File: config.mk
export PLATFORM = sky130hd
export DESIGN_NAME = perm_input_loader
export DESIGN_NICKNAME = d
export VERILOG_FILES = /design/src/rtl/perm_input_loader.sv
export SDC_FILE = /design/constraint.sdc
export NUM_CORES = 2
export LEC_CHECK = 0
export BUFFER_PORTS_ARGS = -buffer_cell sky130_fd_sc_hd__buf_2
export CAP_MARGIN = 20
export CORE_AREA = 2 2 649 651
export CTS_CLUSTER_DIAMETER = 80
export DETAILED_ROUTE_END_ITERATION = 10
export DIE_AREA = 0 0 651 653
export SYNTH_ARGS = -nofsm -noshare
export SYNTH_HDL_FRONTEND = slang
export SYNTH_SLANG_ARGS = --single-unit
File: constraint.sdc
create_clock -name clk -period 58.2 [get_ports clk]
set_clock_uncertainty 0.15 [all_clocks]
set_input_delay 11.64 -clock clk [delete_from_list [all_inputs] [get_ports clk]]
set_output_delay 11.64 -clock clk [all_outputs]
set_load 0.01 [all_outputs]
File: src/rtl/perm_input_loader.sv
// Lane-serial loader: assembles LANES x LANE_W state, fires perm_start once the engine is ready,
// then holds state_out through the engine's capture cycle. Optional in_last/err checker: PERM_LOADER_LAST_CHK_EN.
module perm_input_loader #(
    parameter int LANE_W = 64,
    parameter int LANES  = 25,
    parameter int CNT_W  = 5
) (
    input  logic                    clk,
    input  logic                    rst,
    input  logic                    in_valid,
    input  logic [LANE_W-1:0]       in_data,
`ifdef PERM_LOADER_LAST_CHK_EN
    input  logic                    in_last,
    output logic                    err,
`endif
    output logic                    in_ready,
    input  logic                    flush,
    input  logic                    perm_ready,
    output logic                    perm_start,
    output logic [LANES*LANE_W-1:0] state_out,
    output logic [CNT_W-1:0]        lane_cnt,
    output logic                    busy
);

    typedef enum logic [2:0] {
        ST_IDLE = 3'd0,
        ST_FILL = 3'd1,
        ST_WAIT = 3'd2,
        ST_FIRE = 3'd3,
        ST_HOLD = 3'd4
    } fsm_t;

    localparam logic [CNT_W-1:0] LAST_LANE = CNT_W'(LANES - 1);

    fsm_t                    fsm_q, fsm_d;
    logic [CNT_W-1:0]        lane_cnt_q, lane_cnt_d;
    logic [LANES*LANE_W-1:0] state_out_q, state_out_d;
`ifdef PERM_LOADER_LAST_CHK_EN
    logic                    err_q, err_d;
`endif

    always_ff @(posedge clk or posedge rst) begin
        if (rst) begin
            fsm_q       <= ST_IDLE;
            lane_cnt_q  <= '0;
            state_out_q <= '0;
`ifdef PERM_LOADER_LAST_CHK_EN
            err_q       <= 1'b0;
`endif
        end else begin
            fsm_q       <= fsm_d;
            lane_cnt_q  <= lane_cnt_d;
            state_out_q <= state_out_d;
`ifdef PERM_LOADER_LAST_CHK_EN
            err_q       <= err_d;
`endif
        end
    end

    always_comb begin
        fsm_d       = fsm_q;
        lane_cnt_d  = lane_cnt_q;
        state_out_d = state_out_q;
`ifdef PERM_LOADER_LAST_CHK_EN
        err_d       = err_q;
`endif
        case (fsm_q)
            ST_IDLE, ST_FILL: begin
                // flush outranks a beat presented in the same cycle
                if (flush) begin
                    lane_cnt_d = '0;
                    fsm_d      = ST_IDLE;
                end else if (in_valid) begin
                    for (int i = 0; i < LANES; i++) begin
                        if (lane_cnt_q == CNT_W'(i)) begin
                            state_out_d[i*LANE_W +: LANE_W] = in_data;
                        end
                    end
`ifdef PERM_LOADER_LAST_CHK_EN
                    if (in_last != (lane_cnt_q == LAST_LANE)) begin
                        err_d = 1'b1;
                    end
`endif
                    if (lane_cnt_q == LAST_LANE) begin
                        lane_cnt_d = '0;
                        fsm_d      = ST_WAIT;
                    end else begin
                        lane_cnt_d = lane_cnt_q + CNT_W'(1);
                        fsm_d      = ST_FILL;
                    end
                end
            end
            ST_WAIT: begin
                if (perm_ready) begin
                    fsm_d = ST_FIRE;
                end
            end
            ST_FIRE: fsm_d = ST_HOLD;
            ST_HOLD: fsm_d = ST_IDLE;
            default: fsm_d = ST_IDLE;
        endcase
`ifdef PERM_LOADER_LAST_CHK_EN
        if (flush) begin
            err_d = 1'b0;
        end
`endif
    end

    assign in_ready   = (fsm_q == ST_IDLE) || (fsm_q == ST_FILL);
    assign busy       = (fsm_q == ST_WAIT) || (fsm_q == ST_FIRE) || (fsm_q == ST_HOLD);
    assign perm_start = (fsm_q == ST_FIRE);
    assign state_out  = state_out_q;
    assign lane_cnt   = lane_cnt_q;
`ifdef PERM_LOADER_LAST_CHK_EN
    assign err        = err_q;
`endif

endmodule

==> flow_summary.json <==
{
  "outcome": "complete, no violations",
  "fmax_mhz": 63.4,
  "drv_slew": 0,
  "cts_buffer_depth": 4,
  "initial_core_util": 0.143,
  "worst_slack_ps": 42440,
  "dp_hpwl_um": 179000,
  "clk_pin_slew_ps": 60,
  "hold_violations": 0,
  "peakVddDrop_mv": 0.0301,
  "numCtsBuffers": 186,
  "ys_seq_area_frac": 0.671,
  "num_rows": 238,
  "coreArea_mm2": 0.418,
  "top_level_ports": 1677,
  "postCtsSetupBuffers": 0,
  "tns_ps": 0,
  "syn-cell-area_mm2": 0.0600,
  "fp.dieH_um": 653,
  "post_cts_resized": 0,
  "worstSetupPathType": "in -> async",
  "clkSinkCount": 1608,
  "p_sw_uw": 705,
  "clockRootBuffer": "clkbuf_16",
  "max_slew.worst_pin.slew_ps": 1170,
  "leakage_uw": 0.0437,
  "slew_headroom": 0.220,
  "cts_tree": "done",
  "syn_nets": 3652,
  "wl_per_cell_um": 23.5,
  "fp.dieW_um": 651,
  "final_cell_mix": "buf_2, dfrtp_1, mux2_2",
  "grt_setup_unrepaired": "false",
  "end_kind": "asynchronous set/reset pin",
  "vias": 38700,
  "yosysWarnings": 0,
  "start_kind": "input port",
  "layout_commonest_cell": "buf_2",
  "setup_violations": 0,
  "ys_ff_latch": 1608,
  "gp_congestion": 0.740,
  "antenna_found_initial": 56,
  "pre_cts_slack_ps": 41420,
  "cts_hold_buffers": 0,
  "finalWirelength_um": 258000,
  "synthCells": 3578,
  "io_buffers": 1676,
  "grt_pass1_wl_um": 338000,
  "share_seq_of_total_power": 0.458,
  "worstSkewPairLatency_ps": 880,
  "hold_class": "reg -> reg",
  "p_clk_frac": 0.435,
  "die_area_mm2": 0.425,
  "grt_overflow": 0,
  "grt_max_degree": 162,
  "syn_to_final_growth_pct": 35.2,
  "drv_cap": 0,
  "antenna_left": 0,
  "dr.pass1.iters": 5,
  "p_sw_frac": 0.263,
  "post-route-min-period_ps": 15770,
  "crit_arrival_ps": 16450,
  "h-tree-depth": 4,
  "route.detailed.drc": 0,
  "internal-power_uw": 1980,
  "grt_pass1_vias": 38600,
  "p_per_area_mw_per_mm2": 33.1,
  "routed_via_density": 3.53,
  "layout-drive-gt1-share": 0.681,
  "cp_max_fo": 146,
  "p_comb_frac": 0.107,
  "fin_crit_sh": 0.271,
  "grt_usage": 0.115,
  "final_nets": 5311,
  "synthDistinctLibCells": 34,
  "drt_iter0_drc": 2302,
  "cp.required_ps": 58890,
  "avgSynthCellArea_um2": 16.8
}
-- through the flow --
stage / instances / area (µm²) / power [µW] / util / hold WS (ps)
floorplan: 3578 / 60000 / 1380 / - / 377
global placement: 10600 / 74900 / 1530 / 0.179 / 318
detailed placement: 10600 / 74900 / 1540 / 0.179 / 326
CTS: 10900 / 81000 / 2720 / 0.194 / 339
global route: 10900 / 81100 / 2790 / 0.194 / 352
finish: 11000 / 81100 / 2680 / 0.194 / 334
-- registers in the layout, summed over array words and instances, names as in the netlist --
register	cells
state_out	1600
lane_cnt	5
fsm_q	3
-- final timing paths --
path,end,startpoint,depth (start not counted),slack [ps]
worst min-delay path,state_out[1118],state_out[1118],1,330
min in group asynchronous,state_out[93],rst,2,10780
worst max-delay path,state_out[1165],rst,7,42440
max in group clk,state_out[815],flush,7,43640
worst max register to register,state_out[815],fsm_q[1],6,54040
worst min register to register,state_out[1118],state_out[1118],1,330
-- area by class of cell --
cell class              instances  area (µm²)
diodes                         54         135
clock buffers                 269        5340
clock inverters                60         688
fillers                     45400      337000
inverters                       6        30.0
multi-input cells            1671       18700
flip-flops and latches       1608       40200
well taps                    5520        6910
repair buffers               1764        9140
-- worst max-delay path, stage by stage --
cell	delay, ps
buf_2	130
inv_8	530
buf_12	500
buf_12	510
buf_4	730
buf_4	880
buf_4	840
-- power groups by stage --
stage / logic [µW] / registers (µW) / clock network [µW]
floorplan: 96.0 / 1290 / 0
global placement: 290 / 1240 / 0
detailed placement: 292 / 1250 / 0
CTS: 293 / 1230 / 1200
global route: 304 / 1240 / 1250
finish: 286 / 1230 / 1170
-- cells by family after synthesis --
kind of cell	count (synthesis)	share of synthesized area
flops	1608	0.671
fa+ha+maj	5	0.00104
compound gates	9	0.00106
simple gates	56	0.00540
mux	1601	0.300
buf+inv	299	0.0214
-- synthesized netlist by cell type, drive strengths merged --
| cell | instances | area [µm²] |
|---|---|---|
| o211ai | 1 | 7.51 |
| a22o | 1 | 8.76 |
| or4 | 1 | 7.51 |
| ha | 5 | 62.6 |
| or4b | 1 | 10.0 |
| inv | 6 | 22.5 |
| mux2 | 1601 | 18000 |
| dfrtp | 1608 | 40200 |
| o41ai | 1 | 8.76 |
| nor2 | 9 | 33.8 |
| nor3b | 3 | 32.5 |
| nor3 | 2 | 21.3 |
| nand4b | 1 | 8.76 |
| nand3 | 5 | 25.0 |
| buf | 84 | 475 |
| a221oi | 1 | 8.76 |
| nand2 | 17 | 73.8 |
| a21oi | 1 | 5.00 |
| nand2b | 1 | 6.26 |
| a21o | 1 | 7.51 |
| and3 | 7 | 43.8 |
| clkbuf | 209 | 785 |
| nor4b | 2 | 17.5 |
| o31ai | 1 | 7.51 |
| nor2b | 6 | 37.5 |
| and2 | 1 | 6.26 |
| o21ai | 2 | 10.0 |
-- routing by layer --
layer,vias up,share of wire,track usage
met5,-,0.000031,0
met4,2,0.036,0.0434
met3,390,0.070,0.0324
met2,1512,0.52,0.208
met1,20800,0.38,0.127
li1,16000,-,-
(Power assumes the default switching activity.)
